## config.mk

```make
export PLATFORM = sky130hd
export DESIGN_NAME = nnl_dense_seq_flat
export DESIGN_NICKNAME = d
export VERILOG_FILES = /design/src/rtl/nnl_dense_seq_pkg.sv /design/src/rtl/nnl_dense_seq_if.sv /design/src/rtl/nnl_dense_seq_act.sv /design/src/rtl/nnl_dense_seq.sv /design/src/flat_wrapper.sv
export SDC_FILE = /design/constraint.sdc
export NUM_CORES = 2
export LEC_CHECK = 0
export ABC_AREA = 1
export CORE_UTILIZATION = 65
export DETAILED_ROUTE_END_ITERATION = 10
export PLACE_DENSITY = 0.82
export SYNTH_ARGS = -nofsm -noshare
export SYNTH_HDL_FRONTEND = slang
export SYNTH_SLANG_ARGS = --single-unit
export TNS_END_PERCENT = 1
```

## constraint.sdc

```tcl
create_clock -name clk -period 14.9 [get_ports clk]
set_clock_uncertainty 0.2 [all_clocks]
set_input_delay 3.725 -clock clk [delete_from_list [all_inputs] [get_ports clk]]
set_output_delay 3.725 -clock clk [all_outputs]
set_load 0.005 [all_outputs]
```

## src/rtl/nnl_dense_seq_pkg.sv

```systemverilog
// Shared definitions for the time-multiplexed dense layer: activation and
// FSM encodings plus constant-width helpers used to size ports and counters.
package nnl_pkg;

    typedef enum logic [1:0] {
        ACT_ID   = 2'd0,
        ACT_RELU = 2'd1,
        ACT_HSIG = 2'd2,
        ACT_STEP = 2'd3
    } act_t;

    typedef enum logic [1:0] {
        IDLE = 2'd0,
        MAC  = 2'd1,
        FIN  = 2'd2
    } state_t;

    // Ceiling log2; clog2(1) = 0.
    function automatic int clog2(input int v);
        int r;
        r = 0;
        while ((1 << r) < v) r++;
        return r;
    endfunction

    // Index width that is never zero, so single-entry arrays still get a bit.
    function automatic int addr_w(input int v);
        return (clog2(v) < 1) ? 1 : clog2(v);
    endfunction

endpackage

```

## src/rtl/nnl_dense_seq_if.sv

```systemverilog
// Bus bundle for one dense layer: start/busy/done control, input vector,
// weight-store write port, output vector and an FSM debug view.
//
// Handshake: start is sampled only on an edge where busy=0; that edge latches
// x and act_sel and raises busy. busy falls on the final edge of the
// evaluation, which also raises done for exactly one cycle. A start presented
// during that done cycle is accepted. Weight writes (w_we) land only on edges
// where busy=0 and are otherwise dropped. y is valid as a whole from the done
// pulse until the next accepted start.
interface nnl_dense_seq_if #(
    parameter int WIDTH = 16,
    parameter int N     = 2,
    parameter int M     = 4
);
    localparam int AW = nnl_pkg::addr_w(M * (N + 1));

    logic                 start;
    logic [N*WIDTH-1:0]   x;
    logic [1:0]           act_sel;
    logic                 w_we;
    logic [AW-1:0]        w_addr;
    logic [WIDTH-1:0]     w_data;
    logic [M*WIDTH-1:0]   y;
    logic                 busy;
    logic                 done;
    nnl_pkg::state_t      state;

    modport master (
        output start, x, act_sel, w_we, w_addr, w_data,
        input  y, busy, done, state
    );

    modport slave (
        input  start, x, act_sel, w_we, w_addr, w_data,
        output y, busy, done, state
    );

endinterface

```

## src/rtl/nnl_dense_seq_act.sv

```systemverilog
// Activation and narrowing stage: takes the accumulator already shifted back
// to FRAC fractional bits and returns a WIDTH-bit Q value.
// Build option NNL_SAT_EN: when defined, results outside the WIDTH-bit signed
// range saturate; otherwise the low WIDTH bits are kept (wrap-around).
module nnl_act
    import nnl_pkg::*;
#(
    parameter int WIDTH = 16,
    parameter int FRAC  = 8,
    parameter int ACCW  = 34
) (
    input  logic signed [ACCW-1:0] v,
    input  act_t                   act_sel,
    output logic [WIDTH-1:0]       r
);
    localparam logic signed [ACCW-1:0] ONE  = {{(ACCW-1){1'b0}}, 1'b1} << FRAC;
    localparam logic signed [ACCW-1:0] HALF = ONE >>> 1;
    localparam logic signed [ACCW-1:0] MAXV = {{(ACCW-WIDTH+1){1'b0}}, {(WIDTH-1){1'b1}}};
    localparam logic signed [ACCW-1:0] MINV = {{(ACCW-WIDTH+1){1'b1}}, {(WIDTH-1){1'b0}}};

    logic signed [ACCW-1:0] a;
    logic signed [ACCW-1:0] hs;

    // Apply the selected activation at full precision, then narrow.
    always_comb begin
        a  = v;
        hs = (v >>> 2) + HALF;
        case (act_sel)
            ACT_ID:   a = v;
            ACT_RELU: a = (v < 0) ? '0 : v;
            ACT_HSIG: begin
                if (hs < 0)        a = '0;
                else if (hs > ONE) a = ONE;
                else               a = hs;
            end
            ACT_STEP: a = (v >= 0) ? ONE : '0;
            default:  a = v;
        endcase
`ifdef NNL_SAT_EN
        if (a > MAXV)      r = MAXV[WIDTH-1:0];
        else if (a < MINV) r = MINV[WIDTH-1:0];
        else               r = a[WIDTH-1:0];
`else
        r = a[WIDTH-1:0];
`endif
    end

endmodule

```

## src/rtl/nnl_dense_seq.sv

```systemverilog
// Time-multiplexed fixed-point dense layer y[i] = act(sum_j W[i][j]*x[j] + b[i])
// with one MAC, a register-file weight store and a start/done handshake.
// Build option NNL_SAT_EN (inside nnl_act) selects saturating narrowing.
module nnl_dense_seq
    import nnl_pkg::*;
#(
    parameter int WIDTH = 16,
    parameter int FRAC  = 8,
    parameter int N     = 2,
    parameter int M     = 4
) (
    input  logic           clk,
    input  logic           rst_n,
    nnl_dense_seq_if.slave bus
);
    localparam int DEPTH = M * (N + 1);
    localparam int AW    = addr_w(DEPTH);
    localparam int IW    = addr_w(M);
    localparam int JW    = addr_w(N);
    localparam int ACCW  = 2 * WIDTH + clog2(N + 1);

    state_t                   state, state_nxt;
    logic signed [WIDTH-1:0]  mem [DEPTH];
    logic signed [WIDTH-1:0]  xq [N];
    act_t                     act_q;
    logic [AW-1:0]            ptr;
    logic [IW-1:0]            i_q;
    logic [JW-1:0]            j_q;
    logic signed [ACCW-1:0]   acc;
    logic [WIDTH-1:0]         y_q [M];
    logic                     busy_q, done_q;

    // A write that lands on the same edge as an accepted start must not be
    // seen by that evaluation: remember the displaced value for the run.
    logic                     ovr_v;
    logic [AW-1:0]            ovr_addr;
    logic signed [WIDTH-1:0]  ovr_data;

    logic                     w_fire;
    logic [AW-1:0]            b_addr;
    logic signed [WIDTH-1:0]  w_rd, b_rd;
    logic signed [2*WIDTH-1:0] prod;
    logic signed [ACCW-1:0]   shifted;
    logic [WIDTH-1:0]         act_y;

    // Weight/bias reads with the same-edge override, and the MAC product.
    always_comb begin
        w_fire = (state == IDLE) && bus.w_we && (32'(bus.w_addr) < DEPTH);
        w_rd   = mem[ptr];
        if (state != IDLE && ovr_v && ptr == ovr_addr) w_rd = ovr_data;
        b_addr = (state == IDLE) ? AW'(N) : ptr + AW'(N + 1);
        b_rd   = mem[b_addr];
        if (state != IDLE && ovr_v && b_addr == ovr_addr) b_rd = ovr_data;
        prod   = (2*WIDTH)'(w_rd) * (2*WIDTH)'(xq[j_q]);
    end

    assign shifted = acc >>> FRAC;

    nnl_act #(.WIDTH(WIDTH), .FRAC(FRAC), .ACCW(ACCW)) u_act (
        .v       (shifted),
        .act_sel (act_q),
        .r       (act_y)
    );

    // FSM state register.
    always_ff @(posedge clk or negedge rst_n) begin
        if (!rst_n) state <= IDLE;
        else        state <= state_nxt;
    end

    // FSM next-state: N MAC edges then one FIN edge per neuron.
    always_comb begin
        state_nxt = state;
        case (state)
            IDLE:    if (bus.start) state_nxt = MAC;
            MAC:     if (j_q == JW'(N - 1)) state_nxt = FIN;
            FIN:     state_nxt = (i_q == IW'(M - 1)) ? IDLE : MAC;
            default: state_nxt = IDLE;
        endcase
    end

    // Datapath: weight store, operand latch, accumulator, counters, outputs.
    always_ff @(posedge clk or negedge rst_n) begin
        if (!rst_n) begin
            for (int k = 0; k < DEPTH; k++) mem[k] <= '0;
            for (int k = 0; k < N; k++)     xq[k]  <= '0;
            for (int k = 0; k < M; k++)     y_q[k] <= '0;
            act_q    <= ACT_ID;
            acc      <= '0;
            ptr      <= '0;
            i_q      <= '0;
            j_q      <= '0;
            busy_q   <= 1'b0;
            done_q   <= 1'b0;
            ovr_v    <= 1'b0;
            ovr_addr <= '0;
            ovr_data <= '0;
        end else begin
            done_q <= 1'b0;
            if (w_fire) mem[bus.w_addr] <= bus.w_data;
            case (state)
                IDLE: begin
                    if (bus.start) begin
                        for (int k = 0; k < N; k++) xq[k] <= bus.x[k*WIDTH +: WIDTH];
                        act_q    <= act_t'(bus.act_sel);
                        acc      <= ACCW'(b_rd) <<< FRAC;
                        ptr      <= '0;
                        i_q      <= '0;
                        j_q      <= '0;
                        busy_q   <= 1'b1;
                        ovr_v    <= w_fire;
                        ovr_addr <= bus.w_addr;
                        ovr_data <= mem[bus.w_addr];
                    end
                end
                MAC: begin
                    acc <= acc + ACCW'(prod);
                    ptr <= ptr + AW'(1);
                    j_q <= j_q + JW'(1);
                end
                FIN: begin
                    y_q[i_q] <= act_y;
                    if (i_q == IW'(M - 1)) begin
                        busy_q <= 1'b0;
                        done_q <= 1'b1;
                        ovr_v  <= 1'b0;
                    end else begin
                        acc <= ACCW'(b_rd) <<< FRAC;
                        ptr <= ptr + AW'(1);
                        i_q <= i_q + IW'(1);
                        j_q <= '0;
                    end
                end
                default: ;
            endcase
        end
    end

    assign bus.busy  = busy_q;
    assign bus.done  = done_q;
    assign bus.state = state;

    for (genvar g = 0; g < M; g++) begin : g_y
        assign bus.y[g*WIDTH +: WIDTH] = y_q[g];
    end

endmodule

```

## src/flat_wrapper.sv

```systemverilog
// flat-port wrapper written by rule: the top's interface ports become plain ports
module nnl_dense_seq_flat import nnl_pkg::*;
#(
    parameter int WIDTH = 16,
    parameter int FRAC  = 8,
    parameter int N     = 2,
    parameter int M     = 4
)
  (clk, rst_n, bus_start, bus_x, bus_act_sel, bus_w_we, bus_w_addr, bus_w_data, bus_y, bus_busy, bus_done, bus_state);
  nnl_dense_seq_if #(.WIDTH(WIDTH), .N(N), .M(M)) bus_i ();
  input  logic clk;
  input  logic rst_n;
  input wire logic [$bits(bus_i.start)-1:0] bus_start;
  input wire logic [$bits(bus_i.x)-1:0] bus_x;
  input wire logic [$bits(bus_i.act_sel)-1:0] bus_act_sel;
  input wire logic [$bits(bus_i.w_we)-1:0] bus_w_we;
  input wire logic [$bits(bus_i.w_addr)-1:0] bus_w_addr;
  input wire logic [$bits(bus_i.w_data)-1:0] bus_w_data;
  output wire logic [$bits(bus_i.y)-1:0] bus_y;
  output wire logic [$bits(bus_i.busy)-1:0] bus_busy;
  output wire logic [$bits(bus_i.done)-1:0] bus_done;
  output wire logic [$bits(bus_i.state)-1:0] bus_state;
  assign bus_i.start = bus_start;
  assign bus_i.x = bus_x;
  assign bus_i.act_sel = bus_act_sel;
  assign bus_i.w_we = bus_w_we;
  assign bus_i.w_addr = bus_w_addr;
  assign bus_i.w_data = bus_w_data;
  assign bus_y = bus_i.y;
  assign bus_busy = bus_i.busy;
  assign bus_done = bus_i.done;
  assign bus_state = bus_i.state;
  nnl_dense_seq #(.WIDTH(WIDTH), .FRAC(FRAC), .N(N), .M(M)) u_core (.clk(clk), .rst_n(rst_n), .bus(bus_i));
endmodule
```

# Yosys cells after proc, flatten, opt, wreduce, memory -nomap -nowiden
# Cells that the tools add are included.
[totals] register_bits=356 out_inout_bits=68
[op_classes] add_sub_neg=6 multipliers=1 magnitude_cmp=12 n_eq_ne=12 muxes=49 bitwise=5 n_reduce_logical=17
[op_table] cell="16-bit two-way mux" count=16
[op_table] cell="16-bit binary-select mux with 4-bit select" count=3
[op_table] cell="192-bit bitwise mux" count=1
[op_table] cell="34-bit case mux with 3 select lines" count=1
[op_table] cell="34-bit two-way mux" count=2
[op_table] cell="64-bit bitwise mux" count=1
[op_table] cell="16-bit demux with 4-bit select" count=1
[op_table] cell="16-bit case mux with 4 select lines" count=1
[op_table] cell="34-bit by 32-bit adder with 34-bit output" count=1
[op_table] cell="16-bit demux with 2-bit select" count=1
[op_table] cell="16-bit by 16-bit multiplier with 32-bit output" count=1
[op_table] cell="26-bit by 1-bit >= comparator with 1-bit output (second input constant)" count=1
[op_table] cell="26-bit by 1-bit < comparator with 1-bit output (second input constant)" count=1
[op_table] cell="24-bit by 9-bit adder with 25-bit output (second input constant)" count=1
[op_table] cell="25-bit by 10-bit > comparator with 1-bit output (second input constant)" count=1
[op_table] cell="25-bit by 1-bit < comparator with 1-bit output (second input constant)" count=1
[op_table] cell="5-bit >= comparator (second input constant)" count=3
[op_table] cell="4-bit inverter with 5-bit output" count=3
[op_table] cell="4-bit two-way mux" count=3
[op_table] cell="4-bit case mux with 3 select lines" count=1
[op_table] cell="9-bit two-way mux" count=1
[op_table] cell="3-bit AND reduction" count=3
[op_table] cell="2-bit == test (second input constant)" count=4
[op_table] cell="4-bit == test" count=2
[op_table] cell="25 further kinds" count=48

# Longest topological paths before layout
[logic_depth] ltp_word=9 depth_mapped=39 ltp_nobuf=37

# Hierarchy
# From an unflattened synthesis, not the netlist that was laid out.
[hier_totals] cells_unflattened=4145 area_unflattened_um2=31712.9
[modules_own_cells] mod="nnl_dense_seq" n_inst=1 cells_per_inst=3862 area_per_inst_um2=30309.1 seq_area_each_um2=8908.5
[modules_own_cells] mod="nnl_act" n_inst=1 cells_per_inst=283 area_per_inst_um2=1403.8 seq_area_each_um2=0.0

# Worst setup path before layout
# Ideal clock, no wire load.
[synth_timing] path_kind="reg2reg" startpoint="register u_core.state[0] (netlist: u_core.bus.state[0])" endpoint="register u_core.acc[32]" setup_ns=0.073 arrival_ns=6.816 required_time_ns=14.627 path_slack_ns=7.811 path_stages_with_launch=34 n_path_buf=2 period_less_slack_ns=7.089 path_cell_list="dfrtp_1 -> inv_1 -> ha_1 -> buf_2 -> nor2_1 -> nand2_1 -> nor2_1 -> nand3_1 -> nand2_1 -> inv_2 -> a21oi_1 -> buf_2 -> nand2_1 -> fa_1 -> inv_1 -> fa_1 -> inv_1 -> fa_1 -> inv_1 -> fa_1 -> fa_1 -> inv_1 -> fa_1 -> inv_1 -> ha_1 -> a21oi_1 -> o21bai_1 -> a21oi_1 -> o21ai_0 -> a21oi_1 -> nand2_1 -> nand2_1 -> nand3_1 -> a21oi_2"
[synth_via] elab_chain_cells=9
[synth_lines] element="start: declaration" line_no="nnl_dense_seq.sv:22" rtl="state_t state, state_nxt;"
[synth_lines] element="start signal: assignment" line_no="nnl_dense_seq.sv:68" rtl="else state <= state_nxt;"
[synth_lines] element="branches (longest 9 deep; another with 34-bit by 32-bit adder with 34-bit output)"
[synth_lines] element="end signal: assignment" line_no="nnl_dense_seq.sv:106" rtl="acc <= ACCW'(b_rd) <<< FRAC;"
[synth_lines] element="end signal: assignment" line_no="nnl_dense_seq.sv:117" rtl="acc <= acc + ACCW'(prod);"
[synth_lines] element="end signal: assignment" line_no="nnl_dense_seq.sv:128" rtl="acc <= ACCW'(b_rd) <<< FRAC;"
[synth_lines] element="end: declaration" line_no="nnl_dense_seq.sv:29" rtl="logic signed [ACCW-1:0] acc;"
# Several ways; the timed one is not identified. The select of a mux whose other input is x is not followed.
# A chain may end at the register's enable or synchronous reset.

# Worst setup path in the final report
[layout_timing] startpoint="register u_core.ptr[1]" endpoint="register u_core.acc[30]"
[layout_via] elab_chain_cells=9
[layout_lines] element="start: declaration" line_no="nnl_dense_seq.sv:26" rtl="logic [AW-1:0] ptr;"
[layout_lines] element="start signal: assignment" line_no="nnl_dense_seq.sv:118" rtl="ptr <= ptr + AW'(1);"
[layout_lines] element="start signal: assignment" line_no="nnl_dense_seq.sv:129" rtl="ptr <= ptr + AW'(1);"
[layout_lines] element="branches (longest 8 deep; another with 34-bit by 32-bit adder with 34-bit output)"
[layout_lines] element="34-bit case mux with 3 select lines *" line_no="nnl_dense_seq.sv:101" rtl="case (state)"
# Every way passes the cells marked *. The select of a mux whose other input is x is not followed.

==> metrics <==
status=finished, final reports clean; DRT iter0 DRCs=3395; routed vias=28910; Worst Path Arrival=9.20 ns; Clock Path Buffers=3; sequential area share after synthesis=0.286; largest net degree at the start of global routing=93; largest family of logic cells by synthesized area=adder cells; initial core utilization=0.664; crit path kind=flip-flop to flip-flop; hold_buf cts=0; FMAX=111 MHz; Ys Warns=0; Post-Syn Area=roughly 31000 sq um; Clock transition at path regs=0.06 ns; routed vias/inst=6.10; Slew HR=0.205; filler cell count=3744; Final Setup Violations=0; r2r setup slk=5.92 ns; WP depth=33; Routed wire per std cell=20.8 um; # DRC=0; share of cells above drive strength 1=0.0516; area grow syn2layout=9.20%; Post-Synth XOR/XNOR Area=0.00674; CTS tree=yes; ys flop type=dfrtp_1; TritonCTS Buffers=40; crit path capture type=flip-flop; Crit path buffers/inverters=10; Buffers on Ports=approximately 130; Max-Cap Viols=0; Final Max Slew Viols=0; Tightest Pin Transition=around 1.2 ns; Synth area leaders=dfrtp_1 (29%), fa_1 (20%), nand2_1 (11%); final setup TNS=0 ns; Final nets=4575; post-route clock period utilization=0.603; Seq cells post-synth=356; Hold Fails Final Rpt=0; Synth Area in Adders=0.242; multiplexer share of the synthesized area=0.000642; most used cell, CP=nand2_1; area leader, netlist=dfrtp_1; pre-CTS setup slack=around 6.1 ns; Syn Nets=4565; Core ar.=47000 sq um; Crit path max-delay family=adder cells; Largest stage delay, worst path=0.82 ns; hpwl dp=71300 um; post-route minimum period=roughly 9.0 ns; chip height=roughly 220 um; Hold WC Path Type=flip-flop to flip-flop; Syn Inst Count=4089; Final WS setup=5.92 ns; CTS sink cnt=between 300 and 400; EDFF count, synth=0; worst-case reg-to-reg path depth=33; first-pass GRT wire length=156000 um; drt total wl=about 100000 um; post-CTS setup buffers=0; aggregate global routing overflow=0; Boundary Pins=126; Total GRT Usage=0.408; Final ANT Viol Nets=0; fraction of registers with async set/reset=1.00; DIE AREA=48800 sq um; H-Tree Depth=2; slowest stage cell, crit path=fa_1; Synth Area in Compound Gates=0.167; worst hold stages=2; startpoint types=flip-flop; Die Width=221 um; clock root buffer=clkbuf_16; Crit path required time=15.12 ns; Synth Area in Simple Gates=0.193; CTS resizes=0; Clock Latency Late Sink=between 0.5 and 0.6 ns; share of Yosys cell area claimed by the top area cell type=0.286; Pre-Repair DR Iteration Count=8; worst-path maximum fanout=62; placer congestion estimate=1.01; RSZ-0062 raised after global routing=false; cell row count=just under 80; mean post-synth cell area=7.62 sq um; library cells used by synthesis=53; initial antenna violation count=2; vias in the first global route=about 29000
[final timing paths]
path / startpoint / end
min in group asynchronous: rst_n / u_core.mem[184]
worst max-delay path: u_core.ptr[1] / u_core.acc[30]
worst min-delay path: u_core.xq[8] / u_core.xq[8]
max in group asynchronous: rst_n / u_core.ptr[0]
worst min register to register: u_core.xq[8] / u_core.xq[8]
worst max register to register: u_core.ptr[1] / u_core.acc[30]
[cell usage in the layout, fill, tap and decap left out, types with 15 or more instances in the layout]
master and instances:
ha_1 112, dfrtp_1 354, a41oi_1 16, nand2_1 933
clkbuf_16 40, xor2_1 15, inv_1 601, nand3_1 178
inv_2 24, a22oi_1 16, o211ai_1 38, nor2_1 308
fa_1 306, o22ai_1 29, o21ai_1 32, buf_4 58
o21ai_0 583, o21ai_2 17, nand4_1 19, a21oi_1 182
clkdlybuf4s50_1 124
[cell families (layout without fill, tap and decap cells)]
logic type      Yosys count  after routing
simple gates           1492           1492
compound gates          955            955
buf+inv                 842            882
fa+ha+maj               418            418
flops                   356            356
xor+xnor                 24             24
mux                       2              2
other cells               0              2
[worst reg2reg max path: cells and delay by family, from the launching register on]
family | cells | cell delay [ns]
AOI/OAI and AO/OA | 2 | 0.19
adders and majority gates | 7 | 3.97
buffers and inverters | 10 | 2.24
DFF | 1 | 0.34
and+or+nand+nor | 14 | 1.89
[state kept, by name (all words and copies together), names as in the netlist, 4 cells and up]
name,cells
u_core.ptr,4
u_core.ovr_addr,4
u_core.bus.y,64
u_core.acc,34
u_core.ovr_data,16
u_core.mem,192
u_core.xq,32
[layout make-up]
cell class / instances / area, sq um / area share
antenna: 2 / 5.00 / 0.000147
clock buffer: 56 / 1140 / 0.0335
clock inverter: 16 / 160 / 0.00471
inverter: 627 / 2350 / 0.0692
multi-input combinational: 2891 / 19000 / 0.558
sequential: 356 / 8910 / 0.262
tap: 607 / 759 / 0.0223
timing repair buffer: 183 / 1690 / 0.0497
[synthesized netlist by cell type (4+ instances only)]
cell and number:
o21a_1 4, or2_2 9, o22ai_1 29, a21oi_2 10, nor3_1 7, a31oi_1 5, a21o_1 7, nand2_2 5
nand4_1 19, xnor2_1 9, a41oi_1 16, o21bai_1 4, o21ai_0 583, a22oi_1 16, buf_1 9, buf_6 4
nand3b_1 6, nor2_2 8, fa_1 306, clkbuf_1 144, dfrtp_1 356, o21ai_1 33, o211ai_1 38, a21oi_1 182
buf_2 49, ha_1 112, xor2_1 15, nor4_1 4, o21ai_2 16, nand3_1 180, o31ai_1 4, nand2_1 933
nor2_1 312, inv_2 23, inv_1 602, buf_4 8
[layer usage]
layer,vias to the layer above,share of wire,track usage
li1,13016,-,-
met1,13665,0.38,0.524
met2,1797,0.46,0.651
met3,432,0.10,0.0791
met4,0,0.061,0.235
met5,-,0,0
[through the flow]
stage / util / cell area [sq um] / hold WS, ns / std cells
floorplan: - / 31200 / 0.241 / 4089
global placement: 0.697 / 32700 / 0.257 / 4664
detailed placement: 0.697 / 32700 / 0.261 / 4664
CTS: 0.725 / 34000 / 0.278 / 4736
global route: 0.725 / 34000 / 0.295 / 4737
finish: 0.725 / 34000 / 0.272 / 4738
Power is left out: the tool's default activity adds up to more than one toggle a clock period on the data nets, which glitch-free logic cannot reach.
